$ cat src/rtl/pipe_stage_buf_if.sv
// Handshake bundle for pipe_stage_buf: an upstream channel (in_*) and a
// downstream channel (out_*).
// valid/ready rule for both channels: a transfer happens on a falling clock
// edge where valid and ready are both 1; once valid is raised, the source
// keeps valid and its payload steady until that transfer happens, and valid
// never depends on ready.
// slave  : the buffer side (takes in_*, drives out_*).
// master : the environment side (drives in_*, takes out_*).
interface pipe_stage_buf_if #(
  parameter int DATA_W = 112,
  parameter int CTRL_W = 40
);
  logic              in_valid;
  logic              in_ready;
  logic [DATA_W-1:0] in_data;
  logic [CTRL_W-1:0] in_ctrl;
  logic              out_valid;
  logic              out_ready;
  logic [DATA_W-1:0] out_data;
  logic [CTRL_W-1:0] out_ctrl;

  modport slave (
    input  in_valid, in_data, in_ctrl, out_ready,
    output in_ready, out_valid, out_data, out_ctrl
  );

  modport master (
    output in_valid, in_data, in_ctrl, out_ready,
    input  in_ready, out_valid, out_data, out_ctrl
  );
endinterface

$ cat src/rtl/pipe_stage_buf.sv
// pipe_stage_buf: pipeline stage buffer between two valid/ready channels,
// all state updated on the falling edge of clk, async active-high reset.
// Optional feature macro PIPE_STAGE_BUF_SKID_EN:
//   defined   -> two entries (main + skid), in_ready is a register.
//   undefined -> main entry only, in_ready = !out_valid | out_ready.
// out_ctrl is masked to zero whenever no entry is held (bubble), while
// out_data keeps the last main payload.
module pipe_stage_buf #(
  parameter int DATA_W = 112,
  parameter int CTRL_W = 40
) (
  input  logic        clk,
  input  logic        reset,
  input  logic        flush,
  pipe_stage_buf_if.slave bus,
  output logic [1:0]  count,
  output logic [15:0] stall_cycles,
  output logic [1:0]  state_dbg
);

  typedef enum logic [1:0] {
    S_EMPTY = 2'd0,
    S_ONE   = 2'd1,
    S_FULL  = 2'd2
  } state_t;

  state_t            state_q, state_d;
  logic [DATA_W-1:0] main_data;
  logic [CTRL_W-1:0] main_ctrl;
  logic [15:0]       stall_q;
  logic              push, pop;
  logic              load_main_in;
  logic              in_ready_int;

`ifdef PIPE_STAGE_BUF_SKID_EN
  logic [DATA_W-1:0] skid_data;
  logic [CTRL_W-1:0] skid_ctrl;
  logic              in_ready_q;
  logic              load_skid;
  logic              load_main_skid;

  assign in_ready_int = in_ready_q;
`else
  // Single entry: room exists when empty or when the head leaves this edge.
  assign in_ready_int = (state_q == S_EMPTY) | bus.out_ready;
`endif

  assign push = bus.in_valid & in_ready_int;
  assign pop  = (state_q != S_EMPTY) & bus.out_ready;

  // Next-state and load selects; flush overrides every transfer.
  always_comb begin
    state_d      = state_q;
    load_main_in = 1'b0;
`ifdef PIPE_STAGE_BUF_SKID_EN
    load_skid      = 1'b0;
    load_main_skid = 1'b0;
`endif
    if (flush) begin
      state_d = S_EMPTY;
    end else begin
      case (state_q)
        S_EMPTY: begin
          if (push) begin
            state_d      = S_ONE;
            load_main_in = 1'b1;
          end
        end
        S_ONE: begin
          if (push && pop) begin
            load_main_in = 1'b1;
          end else if (push) begin
`ifdef PIPE_STAGE_BUF_SKID_EN
            state_d   = S_FULL;
            load_skid = 1'b1;
`endif
          end else if (pop) begin
            state_d = S_EMPTY;
          end
        end
        S_FULL: begin
`ifdef PIPE_STAGE_BUF_SKID_EN
          if (pop) begin
            state_d        = S_ONE;
            load_main_skid = 1'b1;
          end
`else
          state_d = S_EMPTY;
`endif
        end
        default: state_d = S_EMPTY;
      endcase
    end
  end

  // State register.
  always_ff @(negedge clk or posedge reset) begin
    if (reset) state_q <= S_EMPTY;
    else       state_q <= state_d;
  end

  // Main entry: loaded from the input or promoted from the skid entry.
  always_ff @(negedge clk or posedge reset) begin
    if (reset) begin
      main_data <= '0;
      main_ctrl <= '0;
    end else if (load_main_in) begin
      main_data <= bus.in_data;
      main_ctrl <= bus.in_ctrl;
`ifdef PIPE_STAGE_BUF_SKID_EN
    end else if (load_main_skid) begin
      main_data <= skid_data;
      main_ctrl <= skid_ctrl;
`endif
    end
  end

`ifdef PIPE_STAGE_BUF_SKID_EN
  // Skid entry catches the push that arrives while the head is blocked.
  always_ff @(negedge clk or posedge reset) begin
    if (reset) begin
      skid_data <= '0;
      skid_ctrl <= '0;
    end else if (load_skid) begin
      skid_data <= bus.in_data;
      skid_ctrl <= bus.in_ctrl;
    end
  end

  // in_ready registered from the next state so out_ready never reaches it.
  always_ff @(negedge clk or posedge reset) begin
    if (reset) in_ready_q <= 1'b1;
    else       in_ready_q <= (state_d != S_FULL);
  end
`endif

  // Saturating back-pressure counter, cleared only by reset.
  always_ff @(negedge clk or posedge reset) begin
    if (reset) begin
      stall_q <= '0;
    end else if (!flush && (state_q != S_EMPTY) && !bus.out_ready &&
                 (stall_q != 16'hFFFF)) begin
      stall_q <= stall_q + 16'd1;
    end
  end

  assign bus.in_ready  = in_ready_int;
  assign bus.out_valid = (state_q != S_EMPTY);
  assign bus.out_data  = main_data;
  assign bus.out_ctrl  = (state_q != S_EMPTY) ? main_ctrl : '0;
  assign count         = state_q;
  assign stall_cycles  = stall_q;
  assign state_dbg     = state_q;

endmodule

$ cat src/flat_wrapper.sv
// flat-port wrapper written by rule: the top's interface ports become plain ports
module pipe_stage_buf_flat 
#(
  parameter int DATA_W = 112,
  parameter int CTRL_W = 40
)
  (clk, reset, flush, count, stall_cycles, state_dbg, bus_in_valid, bus_in_data, bus_in_ctrl, bus_out_ready, bus_in_ready, bus_out_valid, bus_out_data, bus_out_ctrl);
  pipe_stage_buf_if #(.DATA_W(DATA_W), .CTRL_W(CTRL_W)) bus_i ();
  input  logic clk;
  input  logic reset;
  input  logic flush;
  output logic [1:0] count;
  output logic [15:0] stall_cycles;
  output logic [1:0] state_dbg;
  input wire logic [$bits(bus_i.in_valid)-1:0] bus_in_valid;
  input wire logic [$bits(bus_i.in_data)-1:0] bus_in_data;
  input wire logic [$bits(bus_i.in_ctrl)-1:0] bus_in_ctrl;
  input wire logic [$bits(bus_i.out_ready)-1:0] bus_out_ready;
  output wire logic [$bits(bus_i.in_ready)-1:0] bus_in_ready;
  output wire logic [$bits(bus_i.out_valid)-1:0] bus_out_valid;
  output wire logic [$bits(bus_i.out_data)-1:0] bus_out_data;
  output wire logic [$bits(bus_i.out_ctrl)-1:0] bus_out_ctrl;
  assign bus_i.in_valid = bus_in_valid;
  assign bus_i.in_data = bus_in_data;
  assign bus_i.in_ctrl = bus_in_ctrl;
  assign bus_i.out_ready = bus_out_ready;
  assign bus_in_ready = bus_i.in_ready;
  assign bus_out_valid = bus_i.out_valid;
  assign bus_out_data = bus_i.out_data;
  assign bus_out_ctrl = bus_i.out_ctrl;
  pipe_stage_buf #(.DATA_W(DATA_W), .CTRL_W(CTRL_W)) u_core (.clk(clk), .reset(reset), .flush(flush), .bus(bus_i), .count(count), .stall_cycles(stall_cycles), .state_dbg(state_dbg));
endmodule
$ cat config.mk
export PLATFORM = sky130hd
export DESIGN_NAME = pipe_stage_buf_flat
export DESIGN_NICKNAME = d
export VERILOG_FILES = /design/src/rtl/pipe_stage_buf_if.sv /design/src/rtl/pipe_stage_buf.sv /design/src/flat_wrapper.sv
export SDC_FILE = /design/constraint.sdc
export NUM_CORES = 1
export LEC_CHECK = 0
export CAP_MARGIN = 10
export CORE_AREA = 2 2 128 130
export CTS_CLUSTER_SIZE = 20
export DETAILED_ROUTE_END_ITERATION = 10
export DIE_AREA = 0 0 130 132
export HOLD_SLACK_MARGIN = 0.05
export PLACE_DENSITY = 0.85
export SYNTH_ARGS = -nofsm -noshare
export SYNTH_HDL_FRONTEND = slang
export SYNTH_SLANG_ARGS = --single-unit
$ cat constraint.sdc
create_clock -name clk -period 8.7 [get_ports clk]
set_input_delay 1.305 -clock clk [delete_from_list [all_inputs] [get_ports clk]]
set_output_delay 1.305 -clock clk [all_outputs]
set_load 0.02 [all_outputs]
* Word-level counts from Yosys, hierarchy flattened
Cells that the tools add are included.
W data, S select, Z words.
** Operators by class
- $add $sub $neg :: 1
- Equality and inequality tests :: 6
- Mux-type cells :: 11
- Bitwise logic cells :: 3
- Reductions and logical operators :: 9
** Operator list (count)
- $mux W40 :: 1
- $add A16 B1 Y16 const B :: 1
- $ne A16 B16 Y1 const B :: 1
- $mux W2 :: 5
- $ne A3 B2 Y1 const B :: 2
- $ne A3 B3 Y1 const B :: 2
- $logic_and A1 B1 Y1 :: 4
- $pmux W2 S2 :: 1
- $reduce_and A4 Y1 :: 1
- $mux W1 :: 3
- $and A1 B1 Y1 :: 2
- $eq A2 B1 Y1 const B :: 1
- $logic_not A1 Y1 :: 2
- $logic_not A2 Y1 :: 1
- $pmux W1 S2 :: 1
- $reduce_bool A2 Y1 :: 1
- $or A1 B1 Y1 :: 1
** Word-level totals
- Register bits after elaboration :: 170
- Input bits :: 157
- Output and inout port bits :: 174
- Word-level logic and storage cells :: 34

* Depth between registers and ports, before layout
Gate-level depths: netlist of the first run.
- Depth after elaboration :: 7
- Mapped depth :: 6
- Depth with buffers taken out :: 5

==> flow_summary.yaml, run 1 <==
synth:
  synthMuxAreaShare_pct: 25.4
  yosys-top-cells-area: "dfrtn_1, mux2_2, and2_1"
  synth_area_mm2: 0.00682
  yosys_warnings: 0
  syn_avg_cell_area_um2: 15.2
  syn_inst: 448
  yosys.area_share.xor_xnor_pct: 1.67
  synth_seq_area_share_pct: 62.0
  ys_ff_latch: 169
  synthAdderAreaFrac_pct: 0.183
  synth_compound_area_share_pct: 0.275
  synthDistinctLibCells: 31
  synth-simple-area-share_pct: 7.52
  synth_top_family_by_area: "multiplexers"
  post-synth-top-area-cell: "dfrtn_1"
  synth_top_area_share_pct: 62.0
global_routing:
  grt_pass1_vias: 5358
  grt-ovfl-total: 0
  antenna_found_initial: 0
  grt_max_degree: 105
  track_usage_pct: 21.0
  grt_pass1_wl_mm: 27.8
pwr:
  p_leak_nw: 4.54
  finalPower_mw: 2.49
  p_clk_share_pct: 33.5
  pwr-share-seq_pct: 40.2
  power_frac_comb_pct: 26.3
  p_sw_share_pct: 26.7
  switchingPower_mw: 0.666
  internal_power_mw: 1.83
  power.density_mw_per_mm2: 228
  peakVddDrop_uv: 125
route:
  viasPerCell: 4.76
  firstDrtPassIters: 4
  route.detailed.drc: 0
  routedWlPerCell_um: 17.8
  drt_iter0_markers: 227
  ant_nets: 0
  routed_wl_mm: 17.9
  via_count: 4788
cts:
  cts_max_path_buffers: 2
  cts_sinks: 169
  htreeDepth: 4
  clockRootBuffer: "clkbuf_16"
  cts_tree: "done"
  cts_buffers: 17
  clkTransAtPathRegs_ns: 0.05
  cts_resized: 0
  hold_buffers: 0
  postCtsSetupRepairBufs: 0
  clkLatencyLatePin_ns: 0.39
timing:
  setup_ws_ns: 1.02
  tightest_slew_ns: 0.811
  slew_viol_final: 0
  relSlewSlack_pct: 45.9
  fin_tns_setup_ns: 0
  rsz0062_at_grt: "false"
  clock_skew_ns: 0.00417
  hold_slack_ns: 0.438
  hold_viol: 0
  setup_viol: 0
floorplan:
  die-area_mm2: 0.0172
  ios: 331
  initial_core_util_pct: 43.4
  die_h_um: 132
  die_x_um: 130
  num_rows: 46
  coreArea_mm2: 0.0157
critical_path:
  worstPathRequired_ns: 7.39
  critPathKind: "reg -> out"
  slowest_stage: "clkdlybuf4s50_1"
  r2r_start: "u_core.count[0]"
  critPathLaunch: "u_core.count[0]"
  start_kind: "register"
  cp_slowest_stage_delay_ns: 0.54
  arrival_ns: 6.38
  cp-end-kind: "output pin"
  path_cells: "buf_4, nor2b_1, inv_1, clkdlybuf4s50_1"
  crit_fanout: 45
cells_and_area:
  area_growth_pct: 60.4
  num_antenna_cells: 0
  layout-drive-gt1-share_pct: 23.8
  layout_common_cells: "clkdlybuf4s50_1, dfrtn_1, mux2_2"
  post-route-util_pct: 69.6
  finalNetCount: 934
  layout_commonest_cell: "clkdlybuf4s50_1"
flow_run:
  drv_cap: 0
placement:
  place_hpwl_mm: 13.3
  io_buffers: 328
  gp_congestion: 0.814
  place_ws_ns: 0.988
run_status:
  outcome: "finished clean"
worst_hold_path:
  min_from: "u_core.bus.out_data[97]"
  hold_path_class: "reg -> reg"
## per-stage QoR
step,cells,area (um^2)
after floorplan,449,6830
after global placement,973,10300
after detailed placement,973,10300
after CTS,1005,10900
after global routing,1005,10900
final,1005,10900
## kinds of logic (layout without fill, tap and decap cells)
group,after synthesis,in the layout
AO/OA/AOI/OAI,3,3
adder cells (fa/ha/maj),1,1
flip-flops,169,169
multiplexers,154,154
buffers and inverters,27,367
XOR/XNOR,13,13
other,1,2
AND/OR/NAND/NOR,80,80
## synth_stat cells
library cell	instances
nand4_2	2
nand4_1	1
dfrtn_1	169
and3_1	3
nor2b_1	1
o21ai_0	2
clkbuf_1	4
ha_1	1
nand3_1	3
and4_1	2
inv_1	2
buf_4	4
and2_1	40
buf_2	8
and4bb_1	1
nand2_1	9
o2111ai_1	1
mux2_1	8
nor4_1	2
buf_6	9
nand3b_1	1
nor2_1	5
nor3_1	6
xnor2_1	3
xor2_1	10
nand2b_2	1
nor4b_4	1
conb_1	1
nor3b_1	1
mux2_2	146
nor3b_4	1
## power groups by stage
| stage | clock, mW | combinational, mW | sequential (mW) |
|---|---|---|---|
| floorplan | 0 | 0.192 | 1.13 |
| global placement | 0 | 0.646 | 1.00 |
| detailed placement | 0 | 0.662 | 1.01 |
| CTS | 0.855 | 0.665 | 1.00 |
| global route | 0.892 | 0.692 | 1.02 |
| finish | 0.836 | 0.656 | 1.00 |
## path summary, 6_finish.rpt
kind	cells past startpoint	end	slack, ns
setup / recovery	4	bus_in_ready	1.02
hold / removal	1	u_core.bus.out_data[97]	0.44
setup reg to reg	5	u_core.main_ctrl[5]	6.48
hold reg to reg	1	u_core.bus.out_data[97]	0.44
max in group asynchronous	3	u_core.bus.out_data[8]	2.33
min in group asynchronous	3	u_core.main_ctrl[0]	5.65
## critical path: cells and delay by family (launching register included)
family                 cells  cell delay, ns
DFF                        1            0.38
and+or+nand+nor            1            0.30
buffers and inverters      3            0.96
## area by class of cell
cell class,instances,area [um^2]
timing repair buffer,333,3360
fill,1091,4770
inverter,2,11.3
multi-input combinational,253,2400
clock buffer,22,474
tap,216,270
clock inverter,10,190
sequential,169,4230
## routing by layer
layer	vias up	wire [um]	GRT usage (%)
li1	2203	-	-
met2	227	9200	36.2
met4	0	578	9.68
met3	43	1590	7.06
met5	-	0	0
met1	2315	6560	23.1
## state kept, by name, indices dropped and copies added (netlist names)
signal and cells:
u_core.count 1, u_core.bus.out_data 112, u_core.stall_cycles 16, u_core.main_ctrl 40
No activity file was read; power rests on OpenSTA's default activity.
==> inputs of run 2 (changes only) <==
--- a/config.mk
+++ b/config.mk
@@ -11,7 +11,7 @@
 export DETAILED_ROUTE_END_ITERATION = 10
 export DIE_AREA = 0 0 130 132
 export HOLD_SLACK_MARGIN = 0.05
-export PLACE_DENSITY = 0.85
+export PLACE_DENSITY = 0.9
 export SYNTH_ARGS = -nofsm -noshare
 export SYNTH_HDL_FRONTEND = slang
 export SYNTH_SLANG_ARGS = --single-unit
==> run 2 against run 1 <==
  * Non-clock buffer count is the same
  * Clock-buffer cell count fell by 3
  * Combinational power about the same
  * Register-to-register slack lost 0.03 ns
  * Global-route usage increased by 0.20 points
==> flow_summary.yaml, run 2 (synthesis gave the netlist of run 1 again) <==
run_status:
  outcome: "finished clean"
global_routing:
  grt_pass1_vias: 5330
  grt-ovfl-total: 0
  grt_max_degree: 104
  antenna_found_initial: 0
  track_usage_pct: 21.2
  grt_pass1_wl_mm: 28.1
pwr:
  p_leak_nw: 4.52
  peakVddDrop_uv: 122
  power.density_mw_per_mm2: 225
cts:
  cts_sinks: 169
  cts_buffers: 17
  htreeDepth: 4
  hold_buffers: 0
  cts_tree: "done"
  clkTransAtPathRegs_ns: 0.05
  clkLatencyLatePin_ns: 0.39
  cts_resized: 0
  clockRootBuffer: "clkbuf_16"
  postCtsSetupRepairBufs: 0
  cts_max_path_buffers: 2
cells_and_area:
  multi_input_area_mm2: 0.00240
  layout-drive-gt1-share_pct: 23.8
  post-route-util_pct: 69.3
  largest_register_ff_count: 112
  finalNetCount: 934
  fin_area_mm2: 0.0109
  fillers: 1073
  regArea_mm2: 0.00423
  area_growth_pct: 59.7
  fin_cells: 1003
  layout_common_cells: "clkdlybuf4s50_1, dfrtn_1, mux2_2"
  layout_commonest_cell: "clkdlybuf4s50_1"
  num_antenna_cells: 0
critical_path:
  critPathKind: "reg -> out"
  arrival_ns: 6.43
  crit_fanout: 45
  worstPathRequired_ns: 7.39
  cp-end-kind: "output pin"
  start_kind: "register"
placement:
  io_buffers: 328
  placed_area_mm2: 0.0103
  place_inst: 973
  gp_congestion: 0.813
  place_hpwl_mm: 13.2
flow_run:
  drv_cap: 0
timing:
  fin_tns_setup_ns: 0
  tightest_slew_ns: 0.835
  clock_skew_ns: 0.00578
  rsz0062_at_grt: "false"
  relSlewSlack_pct: 44.3
  slew_viol_final: 0
  setup_viol: 0
  hold_viol: 0
floorplan:
  num_rows: 46
  ios: 331
  die_x_um: 130
  coreArea_mm2: 0.0157
  initial_core_util_pct: 43.4
  die_h_um: 132
  die-area_mm2: 0.0172
route:
  via_count: 4833
  routedWlPerCell_um: 17.8
  routed_wl_mm: 17.8
  firstDrtPassIters: 4
  route.detailed.drc: 0
  drt_iter0_markers: 217
  ant_nets: 0
  viasPerCell: 4.82
worst_hold_path:
  hold_path_class: "reg -> reg"
## run 2: changes by cell type in the layout (fill, tap and decap cells not counted), sizes merged
cell,change
inv,+2
bufinv,-1
clkbuf,-3
## run 2: metrics by stage
stage               setup slack, ns  hold WS [ns]  total power [mW]
finish                        0.964         0.433              2.45
global route                  0.850         0.460              2.55
CTS                           0.924         0.434              2.47
detailed placement            0.964         0.434              1.68
global placement               1.07         0.431              1.65
floorplan                      1.01         0.433              1.32
## run 2: critical path, stage by stage (launching register included)
cell	delay, ns
dfrtn_1	0.38
buf_4	0.36
nor2b_1	0.33
inv_1	0.08
clkdlybuf4s50_1	0.54
## run 2: metal layers
metal | part of all wire, % | track usage, %
met5 | 0 | 0
met4 | 3.2 | 8.54
met3 | 7.9 | 7.06
met2 | 52 | 36.7
met1 | 37 | 23.8
## run 2: layout make-up
class	count	share of cell area, %
inverter	2	0.103
timing repair buffer	333	30.8
tap	216	2.48
clock inverter	11	1.56
multi-input combinational	253	22.1
sequential	169	38.8
clock buffer	19	4.07
## run 2: final timing paths
kind                                         start                       to  slack (ns)  cells after the start
min                        u_core.bus.out_data[96]  u_core.bus.out_data[96]        0.43                      1
max                                u_core.count[0]             bus_in_ready        0.96                      4
max in group asynchronous                    reset  u_core.bus.out_data[26]        2.32                      3
max reg2reg                        u_core.count[0]     u_core.main_ctrl[25]        6.45                      5
min in group asynchronous                    reset  u_core.bus.out_data[98]        5.66                      3
min reg2reg                u_core.bus.out_data[96]  u_core.bus.out_data[96]        0.43                      1
## run 2: report_power, final
group,switching [mW],internal [mW]
Sequential,0.0716,0.930
Combinational,0.292,0.365
Clock,0.308,0.486
Total,0.671,1.78
==> inputs of run 3 (changes only) <==
--- a/config.mk
+++ b/config.mk
@@ -7,7 +7,7 @@
 export LEC_CHECK = 0
 export CAP_MARGIN = 10
 export CORE_AREA = 2 2 128 130
-export CTS_CLUSTER_SIZE = 20
+export CTS_CLUSTER_SIZE = 12
 export DETAILED_ROUTE_END_ITERATION = 10
 export DIE_AREA = 0 0 130 132
 export HOLD_SLACK_MARGIN = 0.05
==> results of run 3 <==
Final layout, timing and power as in run 2 (identical DEF).
